`config.mk`:
```
export PLATFORM = sky130hd
export DESIGN_NAME = seven_segment_reader
export DESIGN_NICKNAME = d
export VERILOG_FILES = /design/src/rtl/seven_segment_reader.sv
export SDC_FILE = /design/constraint.sdc
export NUM_CORES = 1
export LEC_CHECK = 0
export BUFFER_PORTS_ARGS = -buffer_cell sky130_fd_sc_hd__buf_2
export CAP_MARGIN = 10
export CORE_MARGIN = 2
export CORE_UTILIZATION = 55
export CTS_CLUSTER_SIZE = 25
export DETAILED_ROUTE_END_ITERATION = 6
export PLACE_DENSITY = 0.78
export SYNTH_ARGS = -nofsm -noshare
export SYNTH_HDL_FRONTEND = slang
export SYNTH_SLANG_ARGS = --single-unit
```
`constraint.sdc`:
```
create_clock -name clk -period 3.19 [get_ports clk]
set_input_delay 0.638 -clock clk [delete_from_list [all_inputs] [get_ports clk]]
set_output_delay 0.638 -clock clk [all_outputs]
set_load 0.02 [all_outputs]
```
`src/rtl/seven_segment_reader.sv`:
```
// ============================================================================
//  Module      : seven_segment_reader
//  Description : Recovers the signed 4-bit value shown on a two-digit,
//                active-low seven-segment display (sign digit + magnitude
//                digit). Glitches are filtered by a stability counter, and
//                each newly settled pattern is reported once over valid/ready.
//  Revision    : 1.0 - initial release
// ============================================================================
`default_nettype none

module seven_segment_reader #(
    parameter int STABLE_CYCLES = 4
) (
    input  logic       clk,
    input  logic       rst,
    input  logic [6:0] sign_n,
    input  logic [6:0] seg_n,
    input  logic       out_ready,
    output logic       out_valid,
    output logic [3:0] out_value,
    output logic       out_err,
    output logic       overrun
);

    localparam int                 c_CNT_W      = $clog2(STABLE_CYCLES + 1);
    localparam logic [c_CNT_W-1:0] c_CNT_MAX    = c_CNT_W'(STABLE_CYCLES);
    localparam logic [c_CNT_W-1:0] c_CNT_LAST   = c_CNT_W'(STABLE_CYCLES - 1);
    localparam logic [c_CNT_W-1:0] c_CNT_ONE    = c_CNT_W'(1);
    localparam logic [13:0]        c_IDLE       = 14'h3FFF;
    localparam logic [6:0]         c_SIGN_BLANK = 7'b1111111;
    localparam logic [6:0]         c_SIGN_MINUS = 7'b1111110;

    logic [13:0]        r_s_q;
    logic [c_CNT_W-1:0] r_cnt;
    logic               r_armed;
    logic               r_out_valid;
    logic [3:0]         r_out_value;
    logic               r_out_err;
    logic               r_overrun;

    logic [13:0] w_p;
    logic        w_same;
    logic        w_accept;
    logic        w_report;
    logic [6:0]  w_sign;
    logic [6:0]  w_digit;
    logic [3:0]  w_mag;
    logic        w_mag_ok;
    logic [3:0]  w_dec_value;
    logic        w_dec_err;

    assign w_p      = {sign_n, seg_n};
    assign w_same   = (w_p == r_s_q);
    assign w_accept = w_same && (r_cnt == c_CNT_LAST) && r_armed;
    // A settled blank display is consumed without producing a report.
    assign w_report = w_accept && (r_s_q != c_IDLE);

    // At accept time the sample register equals the live inputs, so decode
    // from the register to keep the input-to-output path short.
    assign w_sign  = r_s_q[13:7];
    assign w_digit = r_s_q[6:0];

    always_comb begin
        w_mag    = 4'd0;
        w_mag_ok = 1'b1;
        case (w_digit)
            7'b0000001: w_mag = 4'd0;
            7'b1001111: w_mag = 4'd1;
            7'b0010010: w_mag = 4'd2;
            7'b0000110: w_mag = 4'd3;
            7'b1001100: w_mag = 4'd4;
            7'b0100100: w_mag = 4'd5;
            7'b0100000: w_mag = 4'd6;
            7'b0001111: w_mag = 4'd7;
            7'b0000000: w_mag = 4'd8;
            default:    w_mag_ok = 1'b0;
        endcase
    end

    // Positive range is 0..7 and negative range is -1..-8, so "+8" and "-0"
    // fall out as errors along with any unknown sign or digit code.
    always_comb begin
        w_dec_value = 4'd0;
        w_dec_err   = 1'b1;
        if (w_mag_ok) begin
            if ((w_sign == c_SIGN_BLANK) && (w_mag <= 4'd7)) begin
                w_dec_value = w_mag;
                w_dec_err   = 1'b0;
            end else if ((w_sign == c_SIGN_MINUS) && (w_mag != 4'd0)) begin
                w_dec_value = 4'd0 - w_mag;
                w_dec_err   = 1'b0;
            end
        end
    end

    always_ff @(posedge clk) begin
        if (rst) begin
            r_s_q       <= c_IDLE;
            r_cnt       <= '0;
            r_armed     <= 1'b1;
            r_out_valid <= 1'b0;
            r_out_value <= 4'd0;
            r_out_err   <= 1'b0;
            r_overrun   <= 1'b0;
        end else begin
            r_s_q <= w_p;

            if (!w_same) begin
                r_cnt   <= '0;
                r_armed <= 1'b1;
            end else if (r_cnt != c_CNT_MAX) begin
                r_cnt <= r_cnt + c_CNT_ONE;
            end

            if (w_accept) begin
                r_armed <= 1'b0;
            end

            // A report loads if the holding slot is free or is being drained
            // on this same edge; otherwise it is dropped and flagged.
            if (w_report && (!r_out_valid || out_ready)) begin
                r_out_valid <= 1'b1;
                r_out_value <= w_dec_value;
                r_out_err   <= w_dec_err;
            end else begin
                if (w_report) begin
                    r_overrun <= 1'b1;
                end
                if (r_out_valid && out_ready) begin
                    r_out_valid <= 1'b0;
                end
            end
        end
    end

    assign out_valid = r_out_valid;
    assign out_value = r_out_value;
    assign out_err   = r_out_err;
    assign overrun   = r_overrun;

endmodule

`default_nettype wire

```
Word-level counts from Yosys, hierarchy flattened. Cells that the tools add are included.

Bits in registers: 25. Input bits: 17. Output and inout port bits: 7.

Add/subtract/negate cells: 2. $lt $le $gt $ge: 1. Equality and inequality tests: 15. Muxes and demuxes: 12. Bitwise logic cells: 2. Reductions and logical operators: 15.

Operator list (count): case mux 4 bit (8 select lines) (1); == test 7 bit, second input constant (4); == test 14 bit (1); == test 7 x 6 -> 1 bit, second input constant (2); inequality test 14 bit, second input constant (1); two-way mux 4 bit (3); OR reduction 9 bit (1); two-way mux 1 bit (8); == test 7 x 1 -> 1 bit, second input constant (1); == test 7 x 3 -> 1 bit, second input constant (1); == test 7 x 4 -> 1 bit, second input constant (1); == test 7 x 5 -> 1 bit, second input constant (1); logical AND 1 bit (7); logical NOT 7 bit (1); less-or-equal comparator 4 x 3 -> 1 bit, second input constant (1); nonzero test 4 bit (1); subtractor 1 x 4 -> 4 bit, first input constant (1); adder 3 x 1 -> 3 bit, second input constant (1); == test 3 x 2 -> 1 bit, second input constant (1); inequality test 3 bit, second input constant (1); inequality test 2 x 1 -> 1 bit, second input constant (1); inverter 1 bit (2); AND reduction 2 bit (1); nonzero test 2 bit (1); other kinds (3) (3).

Longest topological paths before layout. Gate-level depths: netlist of the first run.

Word-level depth: 7. Mapped depth: 8.

Worst setup path after synthesis of the first run. No wires, ideal clock.

Path kind: flip-flop to flip-flop. Start point: reg r_s_q[0]. End point: reg r_out_err (netlist: out_err). Setup time: 0.122 ns. Arrival time: 1.916 ns. Data required time: 3.068 ns. Path slack: 1.152 ns. Stages on the path, launching flop included: 9. Period minus slack after synthesis: 2.038 ns. Cell sequence: dfxtp_1 buf_2 or2_2 a2111oi_0 nor2_1 ha_1 o2111ai_1 o21ai_0 o311a_1.

Longest elaborated chain between the ends: 7.

Ends and longest elaborated chain: start, declared (line 33) `logic [13:0] r_s_q;`; start signal, assigned (line 98) `r_s_q <= c_IDLE;`; start signal, assigned (line 106) `r_s_q <= w_p;`; branches (longest 7 deep; another with less-or-equal comparator 4 x 3 -> 1 bit); end signal, assigned (line 124) `r_out_err <= w_dec_err;`; end, declared (line 38) `logic r_out_err;`.

Several ways; the timed one is not identified. A chain may end at the register's enable or synchronous reset.

Final worst setup path of the first run.
Start point: reg r_s_q[3]. End point: reg r_out_err (netlist: out_err).

The elaborated chain is that of the path after synthesis.

==> impl_metrics.tcl, run 1 <==
set metrics [dict create \
    ctsResizeCount 0 \
    finalCritPeriodShare_pct 71.9 \
    synthArstFlopShare_pct 0 \
    status "finished, final reports clean" \
    synth_edf_count 0 \
    drt_iter0_markers 17 \
    crit_arrival_ps 2520 \
    netlist_instances 158 \
    track_usage_pct 21.7 \
    p_sw_mw 0.143 \
    overflow 0 \
    grt_max_degree 22 \
    n_fill_cell 220 \
    cts_root_buf "clkbuf_4" \
    tns_ps 0 \
    row_count 18 \
    yosys-top-cells-area "dfxtp_1 35%, xor2_1 8.5%, or2_2 6.5%" \
    place_congestion 0.826 \
    syn_area_sq_um 1440 \
    syn2layout_area_growth_pct 6.79 \
    ant_nets 0 \
    nets 196 \
    max_freq_ghz 0.436 \
    fp.coreArea_sq_um 2480 \
    synth_flop_cell "dfxtp_1" \
    clock_path_buffers 2 \
    powerDensity_nw_per_um2 354 \
    vias 1188 \
    slew_headroom_pct 72.8 \
    hold_viol 0 \
    synth_compound_area_share_pct 15.0 \
    viasPerCell 5.82 \
    drv_slew 0 \
    fin_util_pct 61.9 \
    synth_top_area_share_pct 34.8 \
    p_int_mw 0.400 \
    antenna_found_initial 0 \
    wl_per_cell_um 13.8 \
    clock_skew_ps 5.60 \
    io_pins 24 \
    rsz0062_at_grt "no" \
    min-delay-path-class "reg -> reg" \
    clock_latency_ps 320 \
    synth-xor-area-share_pct 10.4 \
    ys_warn_count 0 \
    portBuffers 23 \
    wirelength_mm 2.82 \
    cts_setup_buffers 0 \
    p_comb_share_pct 11.6 \
    ir_drop_mv 0.266 \
    cts.sinks 25 \
    synth_seq_cells 25 \
    setup_viol 0 \
    worstMarginPinSlew_ps 398 \
    synthSimpleGateAreaFrac_pct 28.8 \
    synth_cell_types 44 \
    critPathMaxFanout 10 \
    n_antenna_cell 0 \
    grt_pass1_vias 1109 \
    layout-drive-gt1-share_pct 28.7 \
    dr.pass1.iters 4 \
    cts_made_buffers 3 \
    cp_slowest_stage_delay_ps 440 \
    switching_share_pct 26.3 \
    path_class "reg -> reg" \
    cts_tree "done" \
    path_clk_slew_ps 130 \
    layout_min_cycle_time_ps 2290 \
    grt_pass1_wl_mm 4.75 \
    die_h_um 55.1 \
    ctsHtreeMaxLevel 1 \
    yosysSeqAreaShare_pct 34.8 \
    leakagePower_nw 0.652 \
    end_kind "flop" \
    syn_nets 179 \
    syn_area_per_cell_sq_um 9.09 \
    dieArea_sq_um 3040 \
    dp_hpwl_mm 2.18 \
    worstPathCellList "or2_2 > a2111oi_0 > nor2_1 > ha_1 > o2111ai_1 > o21ai_0 > o311a_1" \
    pwr-share-clk_pct 25.8 \
    synth_fa_ha_area_share_pct 3.48 \
    postCtsHoldBufs 0 \
    die_w_um 55.1 \
    synth_mux_area_share_pct 0.697 \
    cpMaxStageDelayCell "dfxtp_1" \
    initial_core_util_pct 58.0 \
    yosysTopAreaCell "dfxtp_1" \
    cp-start-kind "flop" \
    drc 0 \
    cp.required_ps 3420 \
    synth_top_family_by_area "simple AND/OR/NAND/NOR gates" \
    max-cap-violations 0 \
    p_seq_share_pct 62.5 \
]
final cells by class:
class	instances	area, sq um	area share (%)
clock buffer	3	22.5	1.47
clock inverter	1	5.00	0.326
timing repair buffer	23	115	7.50
inverter	4	15.0	0.979
tap	30	37.5	2.45
multi-input combinational	118	838	54.6
sequential	25	500	32.6
worst paths after layout:
| check | from | to | slack (ps) | depth (start not counted) |
|---|---|---|---|---|
| setup reg to reg | r_s_q[3]$_SDFF_PP1_ | out_err$_SDFFE_PP0P_ | 900 | 7 |
| setup / recovery | r_s_q[3]$_SDFF_PP1_ | out_err$_SDFFE_PP0P_ | 900 | 7 |
| hold / removal | out_value[3]$_SDFFE_PP0P_ | out_value[3]$_SDFFE_PP0P_ | 470 | 2 |
| hold reg to reg | out_value[3]$_SDFFE_PP0P_ | out_value[3]$_SDFFE_PP0P_ | 470 | 2 |
cell usage after synthesis (all sizes together) (3+ instances only):
| library cell | number |
|---|---|
| a21oi | 5 |
| a31oi | 3 |
| buf | 8 |
| clkbuf | 3 |
| dfxtp | 25 |
| ha | 4 |
| inv | 4 |
| nand2 | 13 |
| nand3 | 8 |
| nor2 | 9 |
| nor2b | 4 |
| nor3 | 3 |
| nor4 | 4 |
| o211ai | 3 |
| or2 | 15 |
| xnor2 | 3 |
| xor2 | 14 |
placed cells by master, fill, tap and decap left out, types with 3 or more instances in the layout:
cell type	n
a21oi_1	5
a31oi_1	3
buf_2	23
clkbuf_4	3
dfxtp_1	25
ha_1	4
inv_1	4
nand2_1	12
nand3_1	8
nor2_1	9
nor2b_1	4
nor3_1	3
nor4_2	4
o211ai_1	3
or2_2	15
xnor2_1	3
xor2_1	14
cells by family after synthesis:
logic type	count (synthesis)
flip-flops	25
AND/OR/NAND/NOR	69
adder cells (fa/ha/maj)	4
buffers and inverters	15
XOR/XNOR	17
multiplexers	1
AO/OA/AOI/OAI	27
state kept, by name, summed over array words and instances (netlist names):
name       cells
r_armed        1
out_value      4
overrun        1
r_cnt          3
out_valid      1
r_s_q         14
out_err        1
per-stage QoR:
stage	std cells	area [sq um]	hold slack [ps]	total power, mW	worst slack (ps)
finish	204	1530	470	0.543	897
global route	204	1530	504	0.568	559
CTS	204	1530	475	0.548	898
detailed placement	200	1510	457	0.410	934
global placement	200	1510	461	0.407	999
floorplan	158	1440	447	0.393	1150
metal layers:
| layer | GRT usage, % | wire (um) |
|---|---|---|
| met5 | 0 | 0 |
| met4 | 7.32 | 34 |
| met3 | 3.49 | 121 |
| met2 | 37.7 | 1380 |
| met1 | 27.1 | 1280 |
critical path, delay by kind of cell (launching register included):
family / cells / cell delay, ps
flops: 1 / 440
fa+ha+maj: 1 / 240
simple gates: 2 / 450
compound gates: 4 / 1090
power by group through the flow:
stage	combinational [mW]	clock (mW)	sequential, mW
after detailed placement	0.0635	0	0.346
after global routing	0.0713	0.154	0.342
after CTS	0.0637	0.145	0.339
after global placement	0.0617	0	0.345
final	0.0632	0.140	0.340
after floorplan	0.0607	0	0.332
(Power assumes the default switching activity.)
==> run 2, diff against run 1 <==
--- a/config.mk
+++ b/config.mk
@@ -8,10 +8,10 @@
 export BUFFER_PORTS_ARGS = -buffer_cell sky130_fd_sc_hd__buf_2
 export CAP_MARGIN = 10
 export CORE_MARGIN = 2
-export CORE_UTILIZATION = 55
+export CORE_UTILIZATION = 50
 export CTS_CLUSTER_SIZE = 25
 export DETAILED_ROUTE_END_ITERATION = 6
-export PLACE_DENSITY = 0.78
+export PLACE_DENSITY = 0.75
 export SYNTH_ARGS = -nofsm -noshare
 export SYNTH_HDL_FRONTEND = slang
 export SYNTH_SLANG_ARGS = --single-unit
==> constraint.sdc (replaced) <==
create_clock -name clk -period 2 [get_ports clk]
set_input_delay 0.4 -clock clk [delete_from_list [all_inputs] [get_ports clk]]
set_output_delay 0.4 -clock clk [all_outputs]
set_load 0.02 [all_outputs]
==> run 2 against run 1 <==
- non-clock buffer count up 14
- largest power group unchanged
- critical path type unchanged
- worst hold slack got worse by 200 ps
- critical endpoint is now out_value[1]$_SDFFE_PP0P_
- via count grew 4.1%
- sequential power rose by 55%
- combinational power up 130%
- critical path depth stayed put
- register-to-register slack worse by 830 ps
==> impl_metrics.tcl, run 2 (synthesis results as in run 1) <==
set metrics [dict create \
    cp_slowest_stage_delay_ps 390 \
    initial_core_util_pct 52.5 \
    clock_path_buffers 2 \
    ctsHtreeMaxLevel 1 \
    largest_register "r_s_q" \
    clock_skew_ps 1.84 \
    nets 210 \
    largest_reg_flops 14 \
    hold_viol 0 \
    drc 0 \
    cp-start-kind "flop" \
    path_class "reg -> reg" \
    vias 1237 \
    syn2layout_area_growth_pct 19.5 \
    rsz0062_at_grt "yes" \
    layout_min_cycle_time_ps 1940 \
    setup_viol 0 \
    drt_iter0_markers 26 \
    max_freq_ghz 0.516 \
    crit_arrival_ps 2180 \
    dr.pass1.iters 4 \
    cp.required_ps 2250 \
    drv_slew 0 \
    cts_made_buffers 3 \
    min-delay-path-class "in -> reg" \
    final_common_cell "buf_2" \
    status "finished, final reports clean" \
    grt_pass1_vias 1188 \
    portBuffers 23 \
    wl_per_cell_um 15.0 \
    track_usage_pct 20.1 \
    dieArea_sq_um 3320 \
    ir_drop_mv 0.401 \
    cpMaxStageDelayCell "or3b_4" \
    cts_root_buf "clkbuf_4" \
    die_h_um 57.6 \
    powerDensity_nw_per_um2 533 \
    tns_ps 0 \
    grt_pass1_wl_mm 5.19 \
    clock_latency_ps 330 \
    overflow 0 \
    fp.coreArea_sq_um 2730 \
    cts.sinks 25 \
    cp_top_family "simple AND/OR/NAND/NOR gates" \
    cts_tree "done" \
    max-cap-violations 0 \
    wirelength_mm 3.28 \
    mostFrequentLayoutCells "23 x buf_2, 22 x dfxtp_1, 14 x or2_2, 14 x xor2_1, 13 x buf_4" \
    grt_max_degree 22 \
    viasPerCell 5.65 \
    holdWs_ps 267 \
    ant_nets 0 \
    end_kind "flop" \
    slew_headroom_pct 66.8 \
    n_antenna_cell 0 \
    row_count 19 \
    dp_hpwl_mm 2.42 \
    postCtsHoldBufs 0 \
    layout-drive-gt1-share_pct 40.4 \
    critPathMaxFanout 3 \
    antenna_found_initial 0 \
    die_w_um 57.6 \
    worstMarginPinSlew_ps 494 \
    io_pins 24 \
    worstPathCellList "or3b_4 > a211oi_4 > nor2_2 > ha_2 > nor2b_1 > o2bb2ai_1 > a32o_1" \
    finalCritPeriodShare_pct 96.8 \
    place_congestion 0.886 \
    leakagePower_nw 0.727 \
    path_clk_slew_ps 140 \
    cp_num_buf_inv 0 \
]
run 2: stage by stage:
| step | setup slack (ps) | total power, mW | cells | area, sq um | utilization [%] |
|---|---|---|---|---|---|
| finish | 63.8 | 0.914 | 219 | 1720 | 62.8 |
| floorplan | 9.48 | 0.628 | 158 | 1440 | - |
| global route | -58.5 | 0.952 | 219 | 1720 | 62.8 |
| detailed placement | -25.6 | 0.670 | 211 | 1590 | 58.1 |
| global placement | 41.0 | 0.665 | 211 | 1590 | 58.1 |
| CTS | 11.3 | 0.905 | 216 | 1630 | 59.8 |
run 2: worst register-to-register path, delay by kind of cell (launching register included):
kind,cells,cell delay (ps)
AOI/OAI and AO/OA,3,600
adders and majority gates,1,280
DFF,1,360
and+or+nand+nor,3,610
run 2: repair_timing:
action                     4_1_cts  5_1_grt
setup endpoints to repair        3        5
gates resized for setup          3       14
setup buffers                    1        3
pin swaps                        3        9
run 2: path summary, 6_finish.rpt:
| check | from | depth (start not counted) | slack, ps | to |
|---|---|---|---|---|
| max | r_s_q[5]$_SDFF_PP1_ | 7 | 60 | out_value[1]$_SDFFE_PP0P_ |
| min | sign_n[1] | 2 | 270 | r_s_q[8]$_SDFF_PP1_ |
| max reg2reg | r_s_q[5]$_SDFF_PP1_ | 7 | 60 | out_value[1]$_SDFFE_PP0P_ |
| min reg2reg | out_value[3]$_SDFFE_PP0P_ | 2 | 480 | out_value[3]$_SDFFE_PP0P_ |
run 2: where the power goes:
part	leakage [nW]	internal [mW]	total, mW	switching, mW
registers	0.205	0.513	0.526	0.0131
logic	0.504	0.0677	0.148	0.0806
clock network	0.0177	0.0753	0.240	0.165
run 2: layout make-up:
type | count | area (sq um)
clock buffers | 3 | 22.5
clock inverters | 1 | 5.00
fillers | 227 | 1020
inverters | 4 | 15.0
multi-input cells | 118 | 905
flip-flops and latches | 25 | 507
well taps | 31 | 38.8
repair buffers | 37 | 224
run 2: per-layer routing:
metal / global-route usage [%] / part of all wire (%)
met3: 2.95 / 4.6
met5: 0 / 0
met4: 12.0 / 2.5
met1: 25.9 / 44
met2: 31.7 / 49
==> run 3, diff against run 2 <==
==> config.mk (replaced) <==
export PLATFORM = sky130hd
export DESIGN_NAME = seven_segment_reader
export DESIGN_NICKNAME = d
export VERILOG_FILES = /design/src/rtl/seven_segment_reader.sv
export SDC_FILE = /design/constraint.sdc
export NUM_CORES = 1
export LEC_CHECK = 0
export CAP_MARGIN = 10
export CORE_MARGIN = 2
export CORE_UTILIZATION = 55
export CTS_CLUSTER_SIZE = 25
export DETAILED_ROUTE_END_ITERATION = 6
export DONT_BUFFER_PORTS = 1
export PLACE_DENSITY = 0.7
export SLEW_MARGIN = 20
export SYNTH_ARGS = -nofsm -noshare
export SYNTH_HDL_FRONTEND = slang
export SYNTH_SLANG_ARGS = --single-unit
==> constraint.sdc (replaced) <==
create_clock -name clk -period 2.06 [get_ports clk]
set_input_delay 0.412 -clock clk [delete_from_list [all_inputs] [get_ports clk]]
set_output_delay 0.412 -clock clk [all_outputs]
set_load 0.02 [all_outputs]
==> run 3 against run 2 <==
- first-iteration DRC count fell by 19%
- clock-buffer cell count did not move
- non-clock buffer count fell by 24
- register-to-register slack got worse by 40 ps
- largest cell class unchanged
- critical endpoint is now out_value[2]$_SDFFE_PP0P_
- clock power fell by 8.7%
- die area fell by 8.5%
- final cell count fell by 11%
- critical path type unchanged
- via count fell by 6.1%
- sequential power fell by 2%
- critical path depth rose by 2
- sequential cell count did not move
==> impl_metrics.tcl, run 3 (synthesis results as in run 1) <==
set metrics [dict create \
    status "finished, final reports clean" \
    portBuffers 0 \
    max_freq_ghz 0.490 \
    grt_max_degree 22 \
    path_clk_slew_ps 140 \
    die_h_um 55.1 \
    worstReg2RegStart "r_s_q[3]$_SDFF_PP1_" \
    max-cap-violations 0 \
    initial_core_util_pct 58.0 \
    cp-start-kind "flop" \
    leakagePower_nw 0.628 \
    tns_ps 0 \
    clock_latency_ps 320 \
    viasPerCell 5.99 \
    dr.pass1.iters 4 \
    layout_min_cycle_time_ps 2040 \
    cp.required_ps 2300 \
    ant_nets 0 \
    n_antenna_cell 0 \
    vias 1162 \
    largest_reg_flops 14 \
    ctsHtreeMaxLevel 1 \
    antenna_found_initial 0 \
    place_congestion 0.789 \
    min-delay-path-class "in -> reg" \
    wl_per_cell_um 15.6 \
    grt_pass1_vias 1076 \
    nets 186 \
    wl_met2_mm 1.51 \
    wirelength_met1_mm 1.29 \
    track_usage_pct 21.0 \
    crit_start "r_s_q[3]$_SDFF_PP1_" \
    slew_headroom_pct 69.3 \
    critPathMaxFanout 6 \
    wirelength_mm 3.02 \
    powerDensity_nw_per_um2 533 \
    row_count 18 \
    setup_viol 0 \
    highest_layer "met4" \
    clock_path_buffers 2 \
    drt_iter0_markers 21 \
    hold_depth 1 \
    final_common_cell "dfxtp_1" \
    hold_viol 0 \
    finalCritPeriodShare_pct 99.0 \
    fin_ws_ps 20.6 \
    power.total_mw 0.852 \
    overflow 0 \
    path_class "reg -> reg" \
    largest_register "r_s_q" \
    worstHoldStart "rst" \
    die_w_um 55.1 \
    dieArea_sq_um 3040 \
    end_kind "flop" \
    io_pins 24 \
    cts_root_buf "clkbuf_4" \
    ir_drop_mv 0.438 \
    cts_made_buffers 3 \
    fp.coreArea_sq_um 2480 \
    mostFrequentLayoutCells "19 x dfxtp_1, 14 x or2_2, 14 x xor2_1, 11 x nand2_1, 11 x buf_4" \
    drc 0 \
    cts.sinks 25 \
    reg2reg_depth 9 \
    layout-drive-gt1-share_pct 32.9 \
    worstMarginPinSlew_ps 457 \
    cts_tree "done" \
    dp_slack_ps -19.4 \
    crit_arrival_ps 2280 \
    wl_met3_um 139 \
    syn2layout_area_growth_pct 11.2 \
    dp_hpwl_mm 2.15 \
    clock_skew_ps 6.07 \
    drv_slew 0 \
    grt_pass1_wl_mm 4.43 \
]
==> run 3: worst paths after layout <==
kind                            slack (ps)                   endpoint
worst max-delay path                    20  out_value[2]$_SDFFE_PP0P_
worst min-delay path                   140       overrun$_SDFFE_PP0P_
worst max register to register          20  out_value[2]$_SDFFE_PP0P_
worst min register to register         500       r_armed$_SDFFE_PP1P_
==> run 3: area by class of cell <==
type                    count  area, sq um
clock buffers               3         22.5
clock inverters             1         5.00
fillers                   216          880
inverters                   4         15.0
multi-input cells         118          902
flip-flops and latches     25          510
well taps                  30         37.5
repair buffers             13          105
==> run 3: critical path, stage by stage, from the launching register on <==
cell and delay, ps:
dfxtp_4 390, buf_6 120, nand2_1 90, a2111oi_4 380
nor2_1 120, ha_2 200, o2111ai_2 80, buf_4 160
o211ai_1 90, o41ai_2 330
==> run 3: metal layers <==
layer	vias to the layer above	GRT usage (%)
met5	-	0
li1	569	-
met2	33	36.5
met3	9	3.76
met4	0	8.94
met1	551	25.2
==> run 3: power breakdown <==
group / switching (mW) / total [mW] / internal [mW]
registers: 0.0142 / 0.513 / 0.499
clock network: 0.146 / 0.219 / 0.0729
logic: 0.0626 / 0.120 / 0.0571
==> run 3: repair_timing <==
action	in CTS	in global routing
pin swaps	0	7
resized for setup	2	20
setup endpoints to repair	3	3
hold buffers	0	0
buffers inserted	0	3
==> run 3: stage by stage <==
step	hold WS (ps)	instance area [sq um]	std cells	utilization (%)
2_1_floorplan	447	1440	158	-
3_3_place_gp	464	1470	187	59.2
3_5_place_dp	471	1470	187	59.2
4_1_cts	130	1500	191	60.6
5_1_grt	127	1600	194	64.5
6_report	139	1600	194	64.5
